==> src/rtl/alu_req_arbiter.sv <==
// rtl/alu_req_arbiter.sv - two-port round-robin sequencer for the shared 5-bit ALU
module alu_req_arbiter #(
    parameter int W      = 5,
    parameter int SETTLE = 1
) (
    input  logic         clk,
    input  logic         rst_n,
    input  logic         req0_valid,
    output logic         req0_ready,
    input  logic [W-1:0] req0_a,
    input  logic [W-1:0] req0_b,
    input  logic [1:0]   req0_op,
    input  logic         req0_cin,
    input  logic         req1_valid,
    output logic         req1_ready,
    input  logic [W-1:0] req1_a,
    input  logic [W-1:0] req1_b,
    input  logic [1:0]   req1_op,
    input  logic         req1_cin,
    output logic         rsp0_valid,
    input  logic         rsp0_ready,
    output logic [W-1:0] rsp0_r,
    output logic         rsp0_c,
    output logic         rsp1_valid,
    input  logic         rsp1_ready,
    output logic [W-1:0] rsp1_r,
    output logic         rsp1_c,
    output logic [W-1:0] alu_a,
    output logic [W-1:0] alu_b,
    output logic [1:0]   alu_op,
    output logic         alu_cin,
    input  logic [W-1:0] alu_r,
    input  logic         alu_c,
    output logic         busy
);

    typedef enum logic [1:0] {IDLE, WAIT, RESP} state_t;

    localparam logic [2:0] SETTLE_L = 3'(SETTLE);

    state_t         state;
    state_t         state_nx;
    logic           ptr;
    logic           owner;
    logic [2:0]     cnt;
    logic [W-1:0]   res_r;
    logic           res_c;
    logic           gnt0;
    logic           gnt1;
    logic           accept;
    logic           rsp_take;

    // ptr names the requester served last; on a tie the other one wins
    always_comb begin
        gnt0 = req0_valid & (~req1_valid | ptr);
        gnt1 = req1_valid & (~req0_valid | ~ptr);
    end

    assign req0_ready = (state == IDLE) & gnt0;
    assign req1_ready = (state == IDLE) & gnt1;
    assign accept     = req0_ready | req1_ready;
    assign rsp_take   = owner ? rsp1_ready : rsp0_ready;

    always_comb begin
        state_nx = state;
        case (state)
            IDLE:    if (accept) state_nx = WAIT;
            WAIT:    if (cnt == 3'd1) state_nx = RESP;
            RESP:    if (rsp_take) state_nx = IDLE;
            default: state_nx = IDLE;
        endcase
    end

    always_ff @(posedge clk or negedge rst_n) begin
        if (!rst_n) begin
            state   <= IDLE;
            ptr     <= 1'b1;
            owner   <= 1'b0;
            cnt     <= 3'd0;
            res_r   <= '0;
            res_c   <= 1'b0;
            alu_a   <= '0;
            alu_b   <= '0;
            alu_op  <= 2'd0;
            alu_cin <= 1'b0;
        end else begin
            state <= state_nx;
            if (accept) begin
                alu_a   <= gnt1 ? req1_a   : req0_a;
                alu_b   <= gnt1 ? req1_b   : req0_b;
                alu_op  <= gnt1 ? req1_op  : req0_op;
                alu_cin <= gnt1 ? req1_cin : req0_cin;
                owner   <= gnt1;
                ptr     <= gnt1;
                cnt     <= SETTLE_L;
            end else if (state == WAIT) begin
                cnt <= cnt - 3'd1;
                // ALU inputs have been stable for SETTLE cycles by this edge
                if (cnt == 3'd1) begin
                    res_r <= alu_r;
                    res_c <= alu_c;
                end
            end
        end
    end

    assign busy       = (state != IDLE);
    assign rsp0_valid = (state == RESP) & ~owner;
    assign rsp1_valid = (state == RESP) & owner;
    assign rsp0_r     = res_r;
    assign rsp1_r     = res_r;
    assign rsp0_c     = res_c;
    assign rsp1_c     = res_c;

endmodule

==> config.mk <==
export PLATFORM = sky130hd
export DESIGN_NAME = alu_req_arbiter
export DESIGN_NICKNAME = d
export VERILOG_FILES = /design/src/rtl/alu_req_arbiter.sv
export SDC_FILE = /design/constraint.sdc
export NUM_CORES = 1
export LEC_CHECK = 0
export ABC_AREA = 1
export CAP_MARGIN = 20
export CORE_AREA = 2 2 63 65
export CTS_CLUSTER_SIZE = 8
export DETAILED_ROUTE_END_ITERATION = 8
export DIE_AREA = 0 0 65 67
export PLACE_DENSITY = 0.79
export RECOVER_POWER = 100
export SLEW_MARGIN = 20
export SYNTH_ARGS = -nofsm -noshare
export SYNTH_HDL_FRONTEND = slang
export SYNTH_SLANG_ARGS = --single-unit
==> constraint.sdc <==
create_clock -name clk -period 1.62 [get_ports clk]
set_input_delay 0.162 -clock clk [delete_from_list [all_inputs] [get_ports clk]]
set_output_delay 0.162 -clock clk [all_outputs]
set_load 0.1 [all_outputs]
# Yosys cells after proc, flatten, opt, wreduce, memory -nomap -nowiden
# Index checks and enable logic that the tools add are counted.
[classes]
bitwise = 14
n_addsub = 1
magnitude_cmp = 0
mux = 11
n_eq_ne = 6
n_mul = 0
shift = 0
n_reduce_logical = 5
div_mod_pow = 0
[ops]
columns = ["operator", "n"]
rows = [
  ["5-bit 2-to-1 mux", 2],
  ["2-bit 2-to-1 mux", 4],
  ["1-bit AND", 6],
  ["3-bit 2-to-1 mux", 2],
  ["2-bit != test, second input constant", 3],
  ["2-bit case mux with 3 select lines", 1],
  ["3-bit AND reduction", 2],
  ["1-bit inverter", 5],
  ["2-bit nonzero test", 2],
  ["3-bit by 1-bit equality test with 1-bit output, second input constant", 1],
  ["1-bit OR", 3],
  ["3-bit by 1-bit subtractor with 3-bit output, second input constant", 1],
  ["2-bit by 1-bit equality test with 1-bit output, second input constant", 1],
  ["2-bit equality test, second input constant", 1],
  ["2-bit zero test", 1],
  ["1-bit 2-to-1 mux", 2],
]
[word_totals]
mem_count = 0
latch_bits = 0
output_inout_bits = 30
romBits = 0
ram_bits = 0
elab_cells = 47
ff_bits = 26

# Longest topological paths before layout
# Gate-level depths: netlist (run 1).
[depth]
depth_word = 7
depth_mapped = 7
ltp_nobuf = 7

# Worst setup path after synthesis (run 1)
# Ideal clock, no wire load.
[synth_timing]
kind = "register to output"
startpoint = "register state[1]"
endpoint = "output port rsp0_valid"
path_buffers = 0
stages_incl_launch_ff = 5
t_arrival_ps = 1915
slack_ps = -457
path_cell_list = "dfrtp_1 > inv_1 > nor2_1 > inv_1 > nor2_1"
[synth_via]
elab_chain_len = 2
[synth_rtl]
columns = ["element", "line", "text"]
rows = [
  ["from (decl)", "41", "state_t state;"],
  ["from (signal assigned)", "87", "state <= state_nx;"],
  ["2-bit equality test", "108", "assign rsp0_valid = (state == RESP) & ~owner;"],
  ["1-bit AND", "108", ""],
  ["to (decl)", "20", "output logic rsp0_valid,"],
]
# Every way passes these cells.

# Worst setup path after layout (run 1)
[layout_timing]
startpoint = "register ptr"
endpoint = "output port req0_ready"
[layout_via]
elab_chain_len = 3
[layout_rtl]
columns = ["element", "line", "text"]
rows = [
  ["from (decl)", "43", "logic ptr;"],
  ["from (signal assigned)", "94", "ptr <= gnt1;"],
  ["1-bit OR", "55", "gnt0 = req0_valid & (~req1_valid | ptr);"],
  ["1-bit AND", "55", ""],
  ["1-bit AND", "59", "assign req0_ready = (state == IDLE) & gnt0;"],
  ["to (decl)", "9", "output logic req0_ready,"],
]
# Every way passes these cells.

==> reports/metrics.yaml, run 1 <==
critical_path:
  criticalPathCategory: "reg -> out"
  slowest_delay_ns: 0.55
  start_kind: "register"
  critPathCaptureType: "output port"
  cp_max_fo: 3
  worstPathRequired_ns: 1.46
  crit_slowest_cell: "dfstp_2"
  crit_family: "flip-flops"
  worstPathArrival_ns: 1.39
  crit_chain: "inv_1 -> nand2_1 -> nand3_4 -> clkinvlp_2 -> buf_8"
  path_buf_inv: 3
sta:
  setup-violations-final: 0
  finalWorstSetupSlack_ns: 0.0706
  tightestPinTransition_ns: 0.655
  finalMaxSlewViolations: 0
  final_hold_viol_count: 0
  finalCriticalPeriod_ns: 1.55
  hold-worst-slack_ns: 0.441
  slew_headroom: 0.563
  clock.fmax_mhz: 645
  layout_worst_path_cycle_share: 0.956
  skew_ns: 0.00309
placement:
  port-buffer-count: 67
  place_area_mm2: 0.00241
  dp_hpwl_um: 2750
  dp.cells: 289
  dpl_worst_slack_ns: 0.108
  gp_congestion: 0.790
grt:
  grt_first_pass_wirelength_um: 5490
  grt_pass1_vias: 1299
  antenna_found_initial: 0
  gr-total-overflow: 0
  grt_max_degree: 27
  grt_usage: 0.161
layout:
  syn2layout_area_growth_pct: 41.9
  num_antenna_cells: 0
  fin_area_mm2: 0.00204
  layout_commonest_cell: "nand2_1"
  drive_gt1_frac: 0.202
  layout_common_cells: "69 x nand2_1, 36 x clkdlybuf4s50_1, 28 x nand3_1"
  layout.cells.non_filler: 295
  nNetsFinal: 288
routing:
  num_vias: 1370
  vias_per_cell: 4.64
  ant_nets: 0
  drc_errors: 0
  dr.first_iter.drc_count: 56
  routed_wl_um: 3540
  post_drt_wl_per_cell_um: 12.0
  drtPass1Iterations: 4
cts:
  cts_resized: 0
  clk_latency_ns: 0.26
  cts-htree-levels: 1
  path_clk_slew_ns: 0.09
  clock_path_buffers: 2
  cts_root_buf: "clkbuf_8"
  cts_tree: "done"
  cts_buffers: 3
  cts_sinks: 26
synthesis:
  syn_nets: 223
  netlist.area_leader.share: 0.435
  synth_top_cell_by_area: "dfrtp_1"
  synth_seq_cells: 26
  synth_area_per_cell_um2: 7.86
  syn-cell-area_mm2: 0.00144
  ys_warn_count: 0
  synthCells: 183
  synth.distinct_cells: 21
  yosys-top-cells-area: "dfrtp_1 43%, nand2_1 18%, nand3_1 9.7%"
  yosysSeqAreaShare: 0.453
job:
  maxCapViolCount: 0
die:
  core_mm2: 0.00361
  dieArea_mm2: 0.00436
  die_h_um: 67
  initial_utilization: 0.399
  io_pins: 68
  fp-row-count: 22
  dieWidth_um: 65
outcome:
  outcome: "finished clean"
hold_path:
  hold_path_class: "in -> reg"
state kept, by name, summed over array words and instances (netlist names):
register / count
cnt: 3
alu_cin: 1
alu_b: 5
rsp0_r: 5
ptr: 1
alu_a: 5
state: 2
owner: 1
alu_op: 2
rsp0_c: 1
metrics by stage:
stage	utilization	setup TNS, ns
global route	0.566	-0.0119
detailed placement	0.670	0
floorplan	-	-0.913
finish	0.566	0
global placement	0.670	0
CTS	0.682	0
worst register-to-register path, stage by stage, from the launching register on:
cell	delay [ns]
dfstp_2	0.55
inv_1	0.06
nand2_1	0.10
nand3_4	0.08
clkbuf_1	0.16
nand2_2	0.25
nand2_1	0.09
nand2_1	0.08
path summary, 6_finish.rpt:
check	start	end	slack (ns)	cells past startpoint
hold reg to reg	rsp0_r[0]	rsp0_r[0]	0.51	2
max in group asynchronous	rst_n	cnt[0]	0.74	2
hold / removal	alu_r[4]	rsp0_r[4]	0.44	3
setup / recovery	ptr	req0_ready	0.07	5
min in group asynchronous	rst_n	alu_a[0]	0.46	2
setup reg to reg	ptr	alu_b[0]	0.19	7
Yosys cell counts (all sizes together):
| master | number |
|---|---|
| a21oi | 1 |
| buf | 14 |
| dfrtp | 25 |
| dfstp | 1 |
| ha | 2 |
| inv | 19 |
| nand2 | 71 |
| nand3 | 31 |
| nand3b | 1 |
| nand4 | 2 |
| nor2 | 7 |
| o21ai | 9 |
cell families (layout without fill, tap and decap cells):
family | count (synthesis) | in the layout | share of synthesized area
adder cells (fa/ha/maj) | 2 | 2 | 0.0174
buffers and inverters | 33 | 97 | 0.119
flip-flops | 26 | 26 | 0.453
AO/OA/AOI/OAI | 10 | 10 | 0.0504
AND/OR/NAND/NOR | 112 | 112 | 0.360
final cells by class:
type                    instances  area [um2]
fillers                       337        1560
flip-flops and latches         26         652
repair buffers                 74         616
multi-input cells             124         593
inverters                      19        76.3
well taps                      48        60.1
clock buffers                   4        45.0
routing by layer:
| layer | track usage | vias to the layer above | wire [um] |
|---|---|---|---|
| li1 | - | 696 | - |
| met1 | 0.169 | 625 | 1410 |
| met2 | 0.320 | 47 | 1890 |
| met3 | 0.0203 | 2 | 218 |
| met4 | 0.0691 | 0 | 27 |
| met5 | 0 | - | 0 |
repair_timing:
item                                    CTS  global route
endpoints found under the setup margin    0             3
setup buffers                             0             2
hold buffers                              0             0
Power of run 1 is left out: the tool's default activity adds up to more than one toggle a clock period on the data nets, which glitch-free logic cannot reach.
==> run 2, diff against run 1 <==
--- a/config.mk
+++ b/config.mk
@@ -13,6 +13,7 @@
 export DIE_AREA = 0 0 65 67
 export PLACE_DENSITY = 0.79
 export RECOVER_POWER = 100
+export SETUP_SLACK_MARGIN = 0.3
 export SLEW_MARGIN = 20
 export SYNTH_ARGS = -nofsm -noshare
 export SYNTH_HDL_FRONTEND = slang
==> run 2 against run 1 <==
Compared with the run above:
- largest cell class is now buffers
- utilization rose by 9.5 points
- highest routed layer unchanged
- critical path depth rose by 1
- via count rose by 9.6%
- routed wire length rose by 24%
- critical path type unchanged
==> reports/metrics.yaml, run 2 (synthesized netlist as in run 1, its figures left out) <==
die:
  initial_utilization: 0.399  # unchanged
  fp-row-count: 22  # unchanged
  core_mm2: 0.00361  # unchanged
  dieWidth_um: 65  # unchanged
  die_h_um: 67  # unchanged
  dieArea_mm2: 0.00436  # unchanged
  io_pins: 68  # unchanged
layout:
  nNetsFinal: 304  # +5.6%
  drive_gt1_frac: 0.304  # +0.102
  layout_common_cells: "64 x nand2_1, 36 x clkdlybuf4s50_1, 30 x nand3_1"
  multiInputGateArea_um2: 679  # +15%
  layout_commonest_cell: "nand2_1"
  fill_cells: 295  # -12%
  ff_latch_area_um2: 654  # +0.38%
  syn2layout_area_growth_pct: 65.8
  num_antenna_cells: 0  # unchanged
sta:
  tns_ns: 0  # unchanged
  slew_headroom: 0.568  # +0.00439
  rsz0062_at_grt: "yes"
  final_hold_viol_count: 0  # unchanged
  finalMaxSlewViolations: 0  # unchanged
  skew_ns: 0.00413  # +0.00104 ns
  clock.fmax_mhz: 641  # -0.67%
  layout_worst_path_cycle_share: 0.963  # +0.00642
  setup-violations-final: 0  # unchanged
  finalCriticalPeriod_ns: 1.56  # +0.0104 ns
  tightestPinTransition_ns: 0.648  # -0.00658 ns
critical_path:
  critPathCaptureType: "output port"
  worstPathArrival_ns: 1.40  # about the same
  start_kind: "register"
  criticalPathCategory: "reg -> out"
  cp_max_fo: 3  # unchanged
  worstPathRequired_ns: 1.46  # about the same
grt:
  grt_pass1_vias: 1416  # +9.0%
  gr-total-overflow: 0  # unchanged
  antenna_found_initial: 0  # unchanged
  grt_max_degree: 27  # unchanged
  grt_usage: 0.182  # +0.0203
  grt_first_pass_wirelength_um: 6090  # +11%
cts:
  path_clk_slew_ns: 0.09  # about the same
  clk_latency_ns: 0.27  # about the same
  cts_sinks: 26  # unchanged
  cts_tree: "done"
  cts_root_buf: "clkbuf_8"
  cts_buffers: 3  # unchanged
  clock_path_buffers: 2  # unchanged
  cts-htree-levels: 1  # unchanged
  ctsHoldBuffers: 0  # unchanged
placement:
  gp_congestion: 0.793  # +0.41%
  port-buffer-count: 67  # unchanged
  dp_hpwl_um: 2780  # +1.4%
routing:
  drc_errors: 0  # unchanged
  drtPass1Iterations: 4  # unchanged
  num_vias: 1501  # +9.6%
  dr.first_iter.drc_count: 67  # +20%
  routed_wl_um: 4380  # +24%
  vias_per_cell: 4.83  # +3.9%
  post_drt_wl_per_cell_um: 14.1  # +17%
  ant_nets: 0  # unchanged
hold_path:
  hold_path_class: "in -> async"
job:
  maxCapViolCount: 0  # unchanged
outcome:
  outcome: "finished clean"
==> run 2: cell types whose count changed in the layout (fill, tap and decap cells not counted), sizes merged <==
cell,previous run,this run
buf,9,28
clkbuf,32,27
nand2,71,72
nand3,31,32
==> run 2: final timing paths <==
kind | slack [ns] | end | start | cells after the start
min reg2reg | 0.52 | alu_op[0] | alu_op[0] | 2
min | 0.43 | alu_a[0] | rst_n | 2
min in group clk | 0.43 | rsp0_r[2] | alu_r[2] | 3
max reg2reg | 0.13 | alu_b[4] | ptr | 8
max in group asynchronous | 0.73 | state[1] | rst_n | 2
max | 0.06 | rsp0_valid | state[1] | 6
==> run 2: timing repair <==
item	4_1_cts	5_1_grt
pin swaps	3	4
gates cloned	0	3
endpoints found under the hold margin	0	0
setup buffers	8	7
gates resized for setup	6	20
setup endpoints to repair	6	27
==> run 2: final cells by class <==
class,count,share of cell area
inverter,19,0.0351
clock buffer,4,0.0189
timing repair buffer,88,0.362
multi-input combinational,126,0.285
sequential,26,0.274
tap,48,0.0252
==> run 2: stage by stage <==
| stage | util | hold WS [ns] | cell area (um2) | instances | worst slack [ns] |
|---|---|---|---|---|---|
| global placement | 0.679 | 0.487 | 2450 | 289 | 0.156 |
| global route | 0.662 | 0.445 | 2390 | 311 | 0.0325 |
| floorplan | - | -0.134 | 1490 | 183 | 0.167 |
| finish | 0.662 | 0.432 | 2390 | 311 | 0.0602 |
| detailed placement | 0.679 | 0.507 | 2450 | 289 | 0.119 |
| CTS | 0.714 | 0.260 | 2570 | 301 | 0.140 |
==> run 2: critical path, cell delays in order, from the launching register on <==
cell	delay, ns
dfrtp_2	0.42
buf_4	0.14
inv_4	0.04
nor2_4	0.09
inv_2	0.07
nor2_4	0.07
buf_4	0.29
==> run 2: metal layers <==
layer,up-vias,GRT usage,wire length [um]
met2,54,0.353,2320
met3,4,0.0236,208
met5,-,0,0
met4,0,0.0718,53
li1,731,-,-
met1,712,0.198,1790
Power of run 2 is left out for the same reason.
